File: config.mk
export PLATFORM = sky130hd
export DESIGN_NAME = rpn_controller
export DESIGN_NICKNAME = d
export VERILOG_FILES = /design/src/rtl/rpn_pkg.sv /design/src/rtl/rpn_alu.sv /design/src/rtl/rpn_controller.sv
export SDC_FILE = /design/constraint.sdc
export NUM_CORES = 1
export LEC_CHECK = 0
export ABC_AREA = 1
export ABC_CLOCK_PERIOD_IN_PS = 3200
export CORE_AREA = 10 10 69 71
export CTS_BUF_LIST = sky130_fd_sc_hd__clkbuf_8
export DETAILED_ROUTE_END_ITERATION = 7
export DIE_AREA = 0 0 79 81
export PLACE_DENSITY = 0.81
export SYNTH_ARGS = -nofsm -noshare
export SYNTH_HDL_FRONTEND = slang
export SYNTH_SLANG_ARGS = --single-unit
File: constraint.sdc
create_clock -name clk -period 3.2 [get_ports clk]
set_input_delay 0.64 -clock clk [delete_from_list [all_inputs] [get_ports clk]]
set_output_delay 0.64 -clock clk [all_outputs]
set_load 0.1 [all_outputs]
File: src/rtl/rpn_pkg.sv
// rpn_pkg -- shared definitions for the RPN stack controller.
//   opcode_e : token opcode encoding carried in tok_data[1:0]
//   state_e  : controller FSM states (DUP states only exist when
//              RPN_CONTROLLER_DUP_EN is defined)
//   RPN_DATA_WIDTH / RPN_STACK_DEPTH : default operand width and stack capacity
package rpn_pkg;

    localparam int RPN_DATA_WIDTH  = 4;
    localparam int RPN_STACK_DEPTH = 4;

    typedef enum logic [1:0] {
        OP_ADD = 2'd0,
        OP_SUB = 2'd1,
        OP_MUL = 2'd2,
        OP_DUP = 2'd3
    } opcode_e;

    typedef enum logic [3:0] {
        IDLE,
        PUSH_NUM,
        POP_B,
        POP_A,
        EXEC,
        PUSH_RES
`ifdef RPN_CONTROLLER_DUP_EN
        ,
        PEAK,
        PEAK_WAIT,
        PUSH_DUP
`endif
    } state_e;

endpackage

File: src/rtl/rpn_alu.sv
// rpn_alu -- combinational arithmetic for the RPN controller.
//   a, b   : operands (result is a <op> b)
//   op     : ADD / SUB / MUL; any other opcode yields 0 with no carry
//   result : truncated to WIDTH bits
//   carry  : ADD carry out, SUB borrow, or MUL discarded high bits non-zero
module rpn_alu
    import rpn_pkg::*;
#(
    parameter int WIDTH = RPN_DATA_WIDTH
) (
    input  logic [WIDTH-1:0] a,
    input  logic [WIDTH-1:0] b,
    input  opcode_e          op,
    output logic [WIDTH-1:0] result,
    output logic             carry
);

    logic [WIDTH:0]     sum;
    logic [WIDTH:0]     diff;
    logic [2*WIDTH-1:0] prod;

    assign sum  = {1'b0, a} + {1'b0, b};
    // MSB of the extended difference is set exactly when a < b (borrow).
    assign diff = {1'b0, a} - {1'b0, b};
    assign prod = (2*WIDTH)'(a) * (2*WIDTH)'(b);

    always_comb begin
        result = '0;
        carry  = 1'b0;
        case (op)
            OP_ADD: begin
                result = sum[WIDTH-1:0];
                carry  = sum[WIDTH];
            end
            OP_SUB: begin
                result = diff[WIDTH-1:0];
                carry  = diff[WIDTH];
            end
            OP_MUL: begin
                result = prod[WIDTH-1:0];
                carry  = |prod[2*WIDTH-1:WIDTH];
            end
            default: ;
        endcase
    end

endmodule

File: src/rtl/rpn_controller.sv
// rpn_controller -- evaluates an RPN token stream against an external stack.
//   clk, rst           : clock, asynchronous active-high reset
//   tok_valid/ready    : token handshake; tok_is_op selects operator vs number,
//                        tok_data holds the number or the opcode in [1:0]
//   stk_push/pop/peak  : one-cycle stack command strobes, stk_dataIn is push data,
//                        stk_dataOut returns data the cycle after pop/peak
//   top, depth         : last pushed value, current stack occupancy
//   flag_carry         : carry/borrow/overflow of the last arithmetic result
//   err_underflow/overflow/illegal : single-cycle error pulses
// Define RPN_CONTROLLER_DUP_EN to execute opcode 3 as DUP; otherwise it is
// reported as illegal and stk_peak stays 0.
module rpn_controller
    import rpn_pkg::*;
#(
    parameter int DATA_WIDTH  = RPN_DATA_WIDTH,
    parameter int STACK_DEPTH = RPN_STACK_DEPTH
) (
    input  logic                               clk,
    input  logic                               rst,
    input  logic                               tok_valid,
    output logic                               tok_ready,
    input  logic                               tok_is_op,
    input  logic [DATA_WIDTH-1:0]              tok_data,
    output logic                               stk_push,
    output logic                               stk_pop,
    output logic                               stk_peak,
    output logic [DATA_WIDTH-1:0]              stk_dataIn,
    input  logic [DATA_WIDTH-1:0]              stk_dataOut,
    output logic [DATA_WIDTH-1:0]              top,
    output logic [$clog2(STACK_DEPTH+1)-1:0]   depth,
    output logic                               flag_carry,
    output logic                               err_underflow,
    output logic                               err_overflow,
    output logic                               err_illegal
);

    localparam int              DW   = $clog2(STACK_DEPTH+1);
    localparam logic [DW-1:0]   FULL = DW'(STACK_DEPTH);
    localparam logic [DW-1:0]   ONE  = DW'(1);

    state_e                  state_q, state_d;
    opcode_e                 op_q, op_d;
    logic [DATA_WIDTH-1:0]   b_q, b_d;
    logic [DATA_WIDTH-1:0]   val_q, val_d;   // value for the next push
    logic [DATA_WIDTH-1:0]   top_q, top_d;
    logic [DW-1:0]           depth_q, depth_d;
    logic                    carry_q, carry_d;
    logic                    uf_q, uf_d, ov_q, ov_d, il_q, il_d;

    logic [DATA_WIDTH-1:0]   alu_res;
    logic                    alu_carry;
    logic                    accept;
    opcode_e                 tok_op;

    assign tok_ready     = (state_q == IDLE) && !rst;
    assign accept        = tok_valid && tok_ready;
    assign tok_op        = opcode_e'(tok_data[1:0]);

    assign stk_dataIn    = val_q;
    assign top           = top_q;
    assign depth         = depth_q;
    assign flag_carry    = carry_q;
    assign err_underflow = uf_q;
    assign err_overflow  = ov_q;
    assign err_illegal   = il_q;

    // Operand A is consumed straight off stk_dataOut during EXEC.
    rpn_alu #(.WIDTH(DATA_WIDTH)) u_alu (
        .a      (stk_dataOut),
        .b      (b_q),
        .op     (op_q),
        .result (alu_res),
        .carry  (alu_carry)
    );

    always_comb begin
        state_d  = state_q;
        op_d     = op_q;
        b_d      = b_q;
        val_d    = val_q;
        top_d    = top_q;
        depth_d  = depth_q;
        carry_d  = carry_q;
        uf_d     = 1'b0;
        ov_d     = 1'b0;
        il_d     = 1'b0;
        stk_push = 1'b0;
        stk_pop  = 1'b0;
        stk_peak = 1'b0;

        case (state_q)
            IDLE: begin
                if (accept) begin
                    if (!tok_is_op) begin
                        if (depth_q == FULL) begin
                            ov_d = 1'b1;
                        end else begin
                            val_d   = tok_data;
                            state_d = PUSH_NUM;
                        end
                    end else begin
                        op_d = tok_op;
                        if (tok_op == OP_DUP) begin
`ifdef RPN_CONTROLLER_DUP_EN
                            if (depth_q == '0)        uf_d    = 1'b1;
                            else if (depth_q == FULL) ov_d    = 1'b1;
                            else                      state_d = PEAK;
`else
                            il_d = 1'b1;
`endif
                        end else if (int'(depth_q) < 2) begin
                            uf_d = 1'b1;
                        end else begin
                            state_d = POP_B;
                        end
                    end
                end
            end
            PUSH_NUM, PUSH_RES: begin
                stk_push = 1'b1;
                depth_d  = depth_q + ONE;
                top_d    = val_q;
                state_d  = IDLE;
            end
            POP_B: begin
                stk_pop = 1'b1;
                depth_d = depth_q - ONE;
                state_d = POP_A;
            end
            POP_A: begin
                // Data from the POP_B strobe is valid now: that is operand B.
                stk_pop = 1'b1;
                depth_d = depth_q - ONE;
                b_d     = stk_dataOut;
                state_d = EXEC;
            end
            EXEC: begin
                val_d   = alu_res;
                carry_d = alu_carry;
                state_d = PUSH_RES;
            end
`ifdef RPN_CONTROLLER_DUP_EN
            PEAK: begin
                stk_peak = 1'b1;
                state_d  = PEAK_WAIT;
            end
            PEAK_WAIT: begin
                val_d   = stk_dataOut;
                state_d = PUSH_DUP;
            end
            PUSH_DUP: begin
                stk_push = 1'b1;
                depth_d  = depth_q + ONE;
                top_d    = val_q;
                state_d  = IDLE;
            end
`endif
            default: state_d = IDLE;
        endcase
    end

    always_ff @(posedge clk or posedge rst) begin
        if (rst) begin
            state_q <= IDLE;
            op_q    <= OP_ADD;
            b_q     <= '0;
            val_q   <= '0;
            top_q   <= '0;
            depth_q <= '0;
            carry_q <= 1'b0;
            uf_q    <= 1'b0;
            ov_q    <= 1'b0;
            il_q    <= 1'b0;
        end else begin
            state_q <= state_d;
            op_q    <= op_d;
            b_q     <= b_d;
            val_q   <= val_d;
            top_q   <= top_d;
            depth_q <= depth_d;
            carry_q <= carry_d;
            uf_q    <= uf_d;
            ov_q    <= ov_d;
            il_q    <= il_d;
        end
    end

endmodule

Yosys cells after proc, flatten, opt, wreduce, memory -nomap -nowiden
Cells that the tools add are included.
{"block": "classes", "n_addsub": 4, "n_mul": 1, "n_lt_le_gt_ge": 1, "n_eq_ne": 15, "mux": 28, "reduce_logical": 13}
{"operator": "two-way mux 4 bit", "n": 8}
{"operator": "case mux 4 bit (4 select lines)", "n": 1}
{"operator": "two-way mux 1 bit", "n": 15}
{"operator": "case mux 4 bit (3 select lines)", "n": 1}
{"operator": "!= test 3 bit (second input constant)", "n": 3}
{"operator": "equality test 4 x 2 -> 1 bit (second input constant)", "n": 2}
{"operator": "equality test 4 x 3 -> 1 bit (second input constant)", "n": 2}
{"operator": "multiplier 4 x 4 -> 8 bit", "n": 1}
{"operator": "case mux 4 bit (2 select lines)", "n": 1}
{"operator": "AND reduction 4 bit", "n": 2}
{"operator": "!= test 2 bit (second input constant)", "n": 3}
{"operator": "case mux 3 bit (2 select lines)", "n": 1}
{"operator": "adder 4 x 4 -> 5 bit", "n": 1}
{"operator": "subtractor 4 x 4 -> 5 bit", "n": 1}
{"operator": "equality test 2 bit (second input constant)", "n": 2}
{"operator": "equality test 4 x 1 -> 1 bit (second input constant)", "n": 1}
{"operator": "logical NOT 4 bit", "n": 1}
{"operator": "nonzero test 2 bit", "n": 2}
{"operator": "OR reduction 2 bit", "n": 2}
{"operator": "OR reduction 4 bit", "n": 1}
{"operator": "adder 3 x 1 -> 3 bit (second input constant)", "n": 1}
{"operator": "equality test 3 bit (second input constant)", "n": 1}
{"operator": "< comparator 3 x 2 -> 1 bit (second input constant)", "n": 1}
{"operator": "case mux 1 bit (3 select lines)", "n": 1}
{"operator": "other kinds (6)", "n": 7}
{"block": "totals", "ff_bits": 25, "input_bits": 12, "output_inout_bits": 19, "elab_cells": 72}

Logic depth before layout (Yosys ltp)
{"block": "logic_depth", "word_depth": 6, "mapped_depth": 15, "mapped_depth_nobuf": 15}

By module
Synthesis repeated with hierarchy kept, for this count alone.
{"block": "hier_totals", "cells_unflattened": 267, "hier_area_um2": 1981.9}
{"mod": "rpn_controller", "n_inst": 1, "cells_each": 138, "area_per_inst_um2": 1157.4}
{"mod": "rpn_alu", "n_inst": 1, "cells_each": 129, "area_per_inst_um2": 824.5}

Least setup slack after synthesis
Ideal clock, no wire load.
{"block": "synth_path", "kind": "register to register", "startpoint": "register state_q[1]", "endpoint": "register depth_q[1], in the netlist depth[1]", "setup_time_ns": 0.126, "t_arrival_ns": 2.796, "required_time_ns": 3.074, "path_slack_ns": 0.278, "stages_incl_launch_ff": 5, "n_path_buf": 0, "path_cell_list": "dfrtp_1 -> inv_1 -> nor2_1 -> fa_1 -> mux2_2"}
{"block": "synth_between", "elab_chain_cells": 3}
{"element": "start: declaration", "line_no": "rpn_controller.sv:41", "text": "state_e state_q, state_d;"}
{"element": "start signal: assignment", "line_no": "rpn_controller.sv:175", "text": "state_q <= state_d;"}
{"element": "equality test 4 x 2 -> 1 bit, or another cell as far along", "line_no": "rpn_controller.sv:91", "text": "case (state_q)"}
{"element": "OR reduction 2 bit, on equally long branches"}
{"element": "case mux 3 bit (2 select lines) *", "line_no": "rpn_controller.sv:91"}
{"element": "via depth_d[1]", "line_no": "rpn_controller.sv:46", "text": "logic [DW-1:0] depth_q, depth_d;"}
{"element": "end signal: assignment", "line_no": "rpn_controller.sv:180", "text": "depth_q <= depth_d;"}
{"element": "end: declaration", "line_no": "rpn_controller.sv:46"}
The timed path passes the listed nets; every way through them passes the cells marked *.
A chain may end at the register's enable or synchronous reset.

Worst setup path in the final report
{"block": "layout_path", "startpoint": "input port stk_dataOut[0]", "endpoint": "register carry_q, in the netlist flag_carry"}
{"block": "layout_between", "elab_chain_cells": 3}
{"element": "start: declaration", "line_no": "rpn_controller.sv:28", "text": "input logic [DATA_WIDTH-1:0] stk_dataOut,"}
{"element": "multiplier 4 x 4 -> 8 bit", "line_no": "rpn_alu.sv:25", "text": "assign prod = (2*WIDTH)'(a) * (2*WIDTH)'(b);"}
{"element": "OR reduction 4 bit", "line_no": "rpn_alu.sv:41", "text": "carry = |prod[2*WIDTH-1:WIDTH];"}
{"element": "case mux 1 bit (3 select lines) *", "line_no": "rpn_alu.sv:30", "text": "case (op)"}
{"element": "end signal: assignment", "line_no": "rpn_controller.sv:181", "text": "carry_q <= carry_d;"}
{"element": "end: declaration", "line_no": "rpn_controller.sv:47", "text": "logic carry_q, carry_d;"}
Every way passes the cells marked *; elsewhere a longest branch is shown, timed or not.

==> flow_summary.json <==
{
  "status": "finished clean",
  "async_reset_ff_frac": 1.00,
  "cts_root_buf": "clkbuf_8",
  "ant_nets": 0,
  "synth_edf_count": 0,
  "placed_area_sq_um": 2210,
  "synthFlopType": "dfrtp_1",
  "cp_max_fo": 2,
  "syn_area_per_cell_sq_um": 7.97,
  "path_class": "primary input to flop",
  "finalHoldViolations": 0,
  "synth.distinct_cells": 29,
  "wl_microns": 3920,
  "cp.buffers_inverters": 2,
  "area.sequential_sq_um": 601,
  "insertion_delay_ns": 0.27,
  "synthCells": 232,
  "fillers": 313,
  "avgViaCountPerCell": 4.87,
  "syn_area_sq_um": 1850,
  "grt_antenna_before_repair": 0,
  "yosysTopAreaCellShare": 0.325,
  "firstDrtPassIters": 4,
  "worstPathCellList": "clkdlybuf4s50_1, nand2_1, fa_1, inv_1, fa_2, fa_2, xnor2_1, nand2_1, nor2_1, nand3_1, nand2_1, nand2_1, nand2_1, nand2_1",
  "final_util": 0.656,
  "die_area_sq_um": 6400,
  "vias": 1562,
  "numCtsBuffers": 3,
  "cpMaxStageDelayCell": "fa_1",
  "multi_input_area_sq_um": 1130,
  "ys_seq_area_frac": 0.325,
  "synth_top_area_cell": "dfrtp_1",
  "ctsHoldBuffers": 0,
  "die_width_microns": 79,
  "post_cts_resized": 0,
  "crit_path_max_incr_delay_ns": 0.54,
  "diodes": 0,
  "ys_warn_count": 0,
  "critPathMostFrequentCell": "nand2_1",
  "rows": 22,
  "drc_errors": 0,
  "min_period_ns": 2.97,
  "design_area_sq_um": 2310,
  "synth.top_cells.by_area": "dfrtp_1 32%, ha_1 14%, nand2_1 13%",
  "nets": 313,
  "yosysMostFrequentCell": "nand2_1",
  "drt_iter0_markers": 77,
  "grt_pass1_wl_microns": 6710,
  "place.gp.congestion": 0.856,
  "cts_sinks": 24,
  "core_sq_um": 3520,
  "area_growth_syn_to_layout_pct": 25.0,
  "maxSlewViolCount": 0,
  "final.setup_skew_ns": 0.00311,
  "io_buffers": 29,
  "cap_violations": 0,
  "h-tree-depth": 1,
  "ioPinCount": 31,
  "grt_max_degree": 26,
  "critPathRequiredTime_ns": 3.37,
  "layout.cells.non_filler": 321,
  "start_util": 0.525,
  "synth_top_cells_by_count": "62 x nand2_1, 34 x inv_1, 24 x dfrtp_1",
  "rsz0062_at_grt": "no",
  "numPlacedInstances": 317,
  "path_delay_family": "adder cells",
  "setup_viol": 0,
  "hpwl_microns": 3230,
  "grt_usage": 0.127,
  "crit_arrival_ns": 3.14,
  "worst_setup_path_start_kind": "primary input",
  "overflow": 0,
  "drive_above_1_share": 0.198,
  "fin_crit_sh": 0.930,
  "holdWs_ns": 0.485,
  "cts_tree": "yes",
  "wl_per_cell_microns": 12.2,
  "hp-class": "flop to flop",
  "clock.fmax_mhz": 336,
  "post_cts_buffers": 0,
  "grt_pass1_vias": 1496,
  "die_h_microns": 81,
  "syn_nets": 271,
  "clockBufferDepth": 2,
  "clk_pin_slew_ns": 0.08,
  "end_kind": "flop",
  "synth_seq_cells": 24
}
[layout make-up]
type / count / area share
Multi-Input combinational cell: 170 / 0.490
Sequential cell: 24 / 0.260
Timing Repair Buffer: 38 / 0.138
Inverter: 37 / 0.0622
Tap cell: 48 / 0.0260
Clock buffer: 4 / 0.0238
[worst min-delay path: cells and delay by family (launching register included)]
family           cells  cell delay, ns
and+or+nand+nor      2            0.10
DFF                  1            0.36
[cells in the final DEF, fill, tap and decap left out]
cell,n
buf_6,1
buf_4,26
ha_4,2
nor4_2,1
dlymetal6s2s_1,1
nor2_1,19
nand3_1,12
ha_1,18
mux2_2,1
nor4_1,1
o211ai_1,1
a21oi_2,1
xnor2_1,3
dfrtp_1,24
nor2_4,3
inv_1,34
nor3_1,1
nand2_4,4
nand2_1,61
inv_2,2
or2_2,1
nand2_2,3
nor2_2,1
clkbuf_8,4
clkdlybuf4s50_1,10
fa_1,5
xor2_1,1
conb_1,1
a41oi_1,1
a21oi_1,11
a31oi_1,2
nand3b_1,1
o21ai_0,12
fa_2,2
o21ai_2,1
inv_6,1
[through the flow]
stage | setup WS (ns) | setup TNS [ns]
finish | 0.226 | 0
global route | 0.00664 | 0
CTS | 0.0182 | 0
detailed placement | -0.263 | -0.334
global placement | -0.241 | -0.292
floorplan | 0.278 | 0
[registers in the layout, indices dropped and copies added (netlist names)]
register,flops
flag_carry,1
depth,3
stk_dataIn,4
state_q,3
err_underflow,1
err_illegal,1
b_q,4
err_overflow,1
op_q,2
top,4
[cell families (layout without fill, tap and decap cells)]
logic type / Yosys count / after routing / synth area share
buf+inv: 38 / 79 / 0.0819
mux: 1 / 1 / 0.00609
flops: 24 / 24 / 0.325
simple gates: 108 / 108 / 0.270
xor+xnor: 4 / 4 / 0.0189
compound gates: 29 / 29 / 0.0853
fa+ha+maj: 27 / 27 / 0.211
other cells: 1 / 1 / 0.00203
[metal layers]
layer / vias to the layer above / global-route usage / part of all wire / wire [microns]
met5: - / 0 / 0 / 0
met4: 0 / 0.0502 / 0.018 / 72
met3: 6 / 0.0276 / 0.051 / 200
met2: 37 / 0.197 / 0.44 / 1740
met1: 709 / 0.167 / 0.49 / 1910
li1: 810 / - / - / -
[final timing paths]
path                            cells past startpoint           start  slack [ns]          to
worst min register to register                      2          top[2]        0.49      top[2]
worst max register to register                     13          b_q[1]        0.56  flag_carry
min in group asynchronous                           3             rst        0.81  state_q[1]
worst min-delay path                                2          top[2]        0.49      top[2]
max in group asynchronous                           3             rst        2.15    depth[0]
worst max-delay path                               14  stk_dataOut[0]        0.23  flag_carry
Power is left out: the tool's default activity adds up to more than one toggle a clock period on the data nets, which glitch-free logic cannot reach.
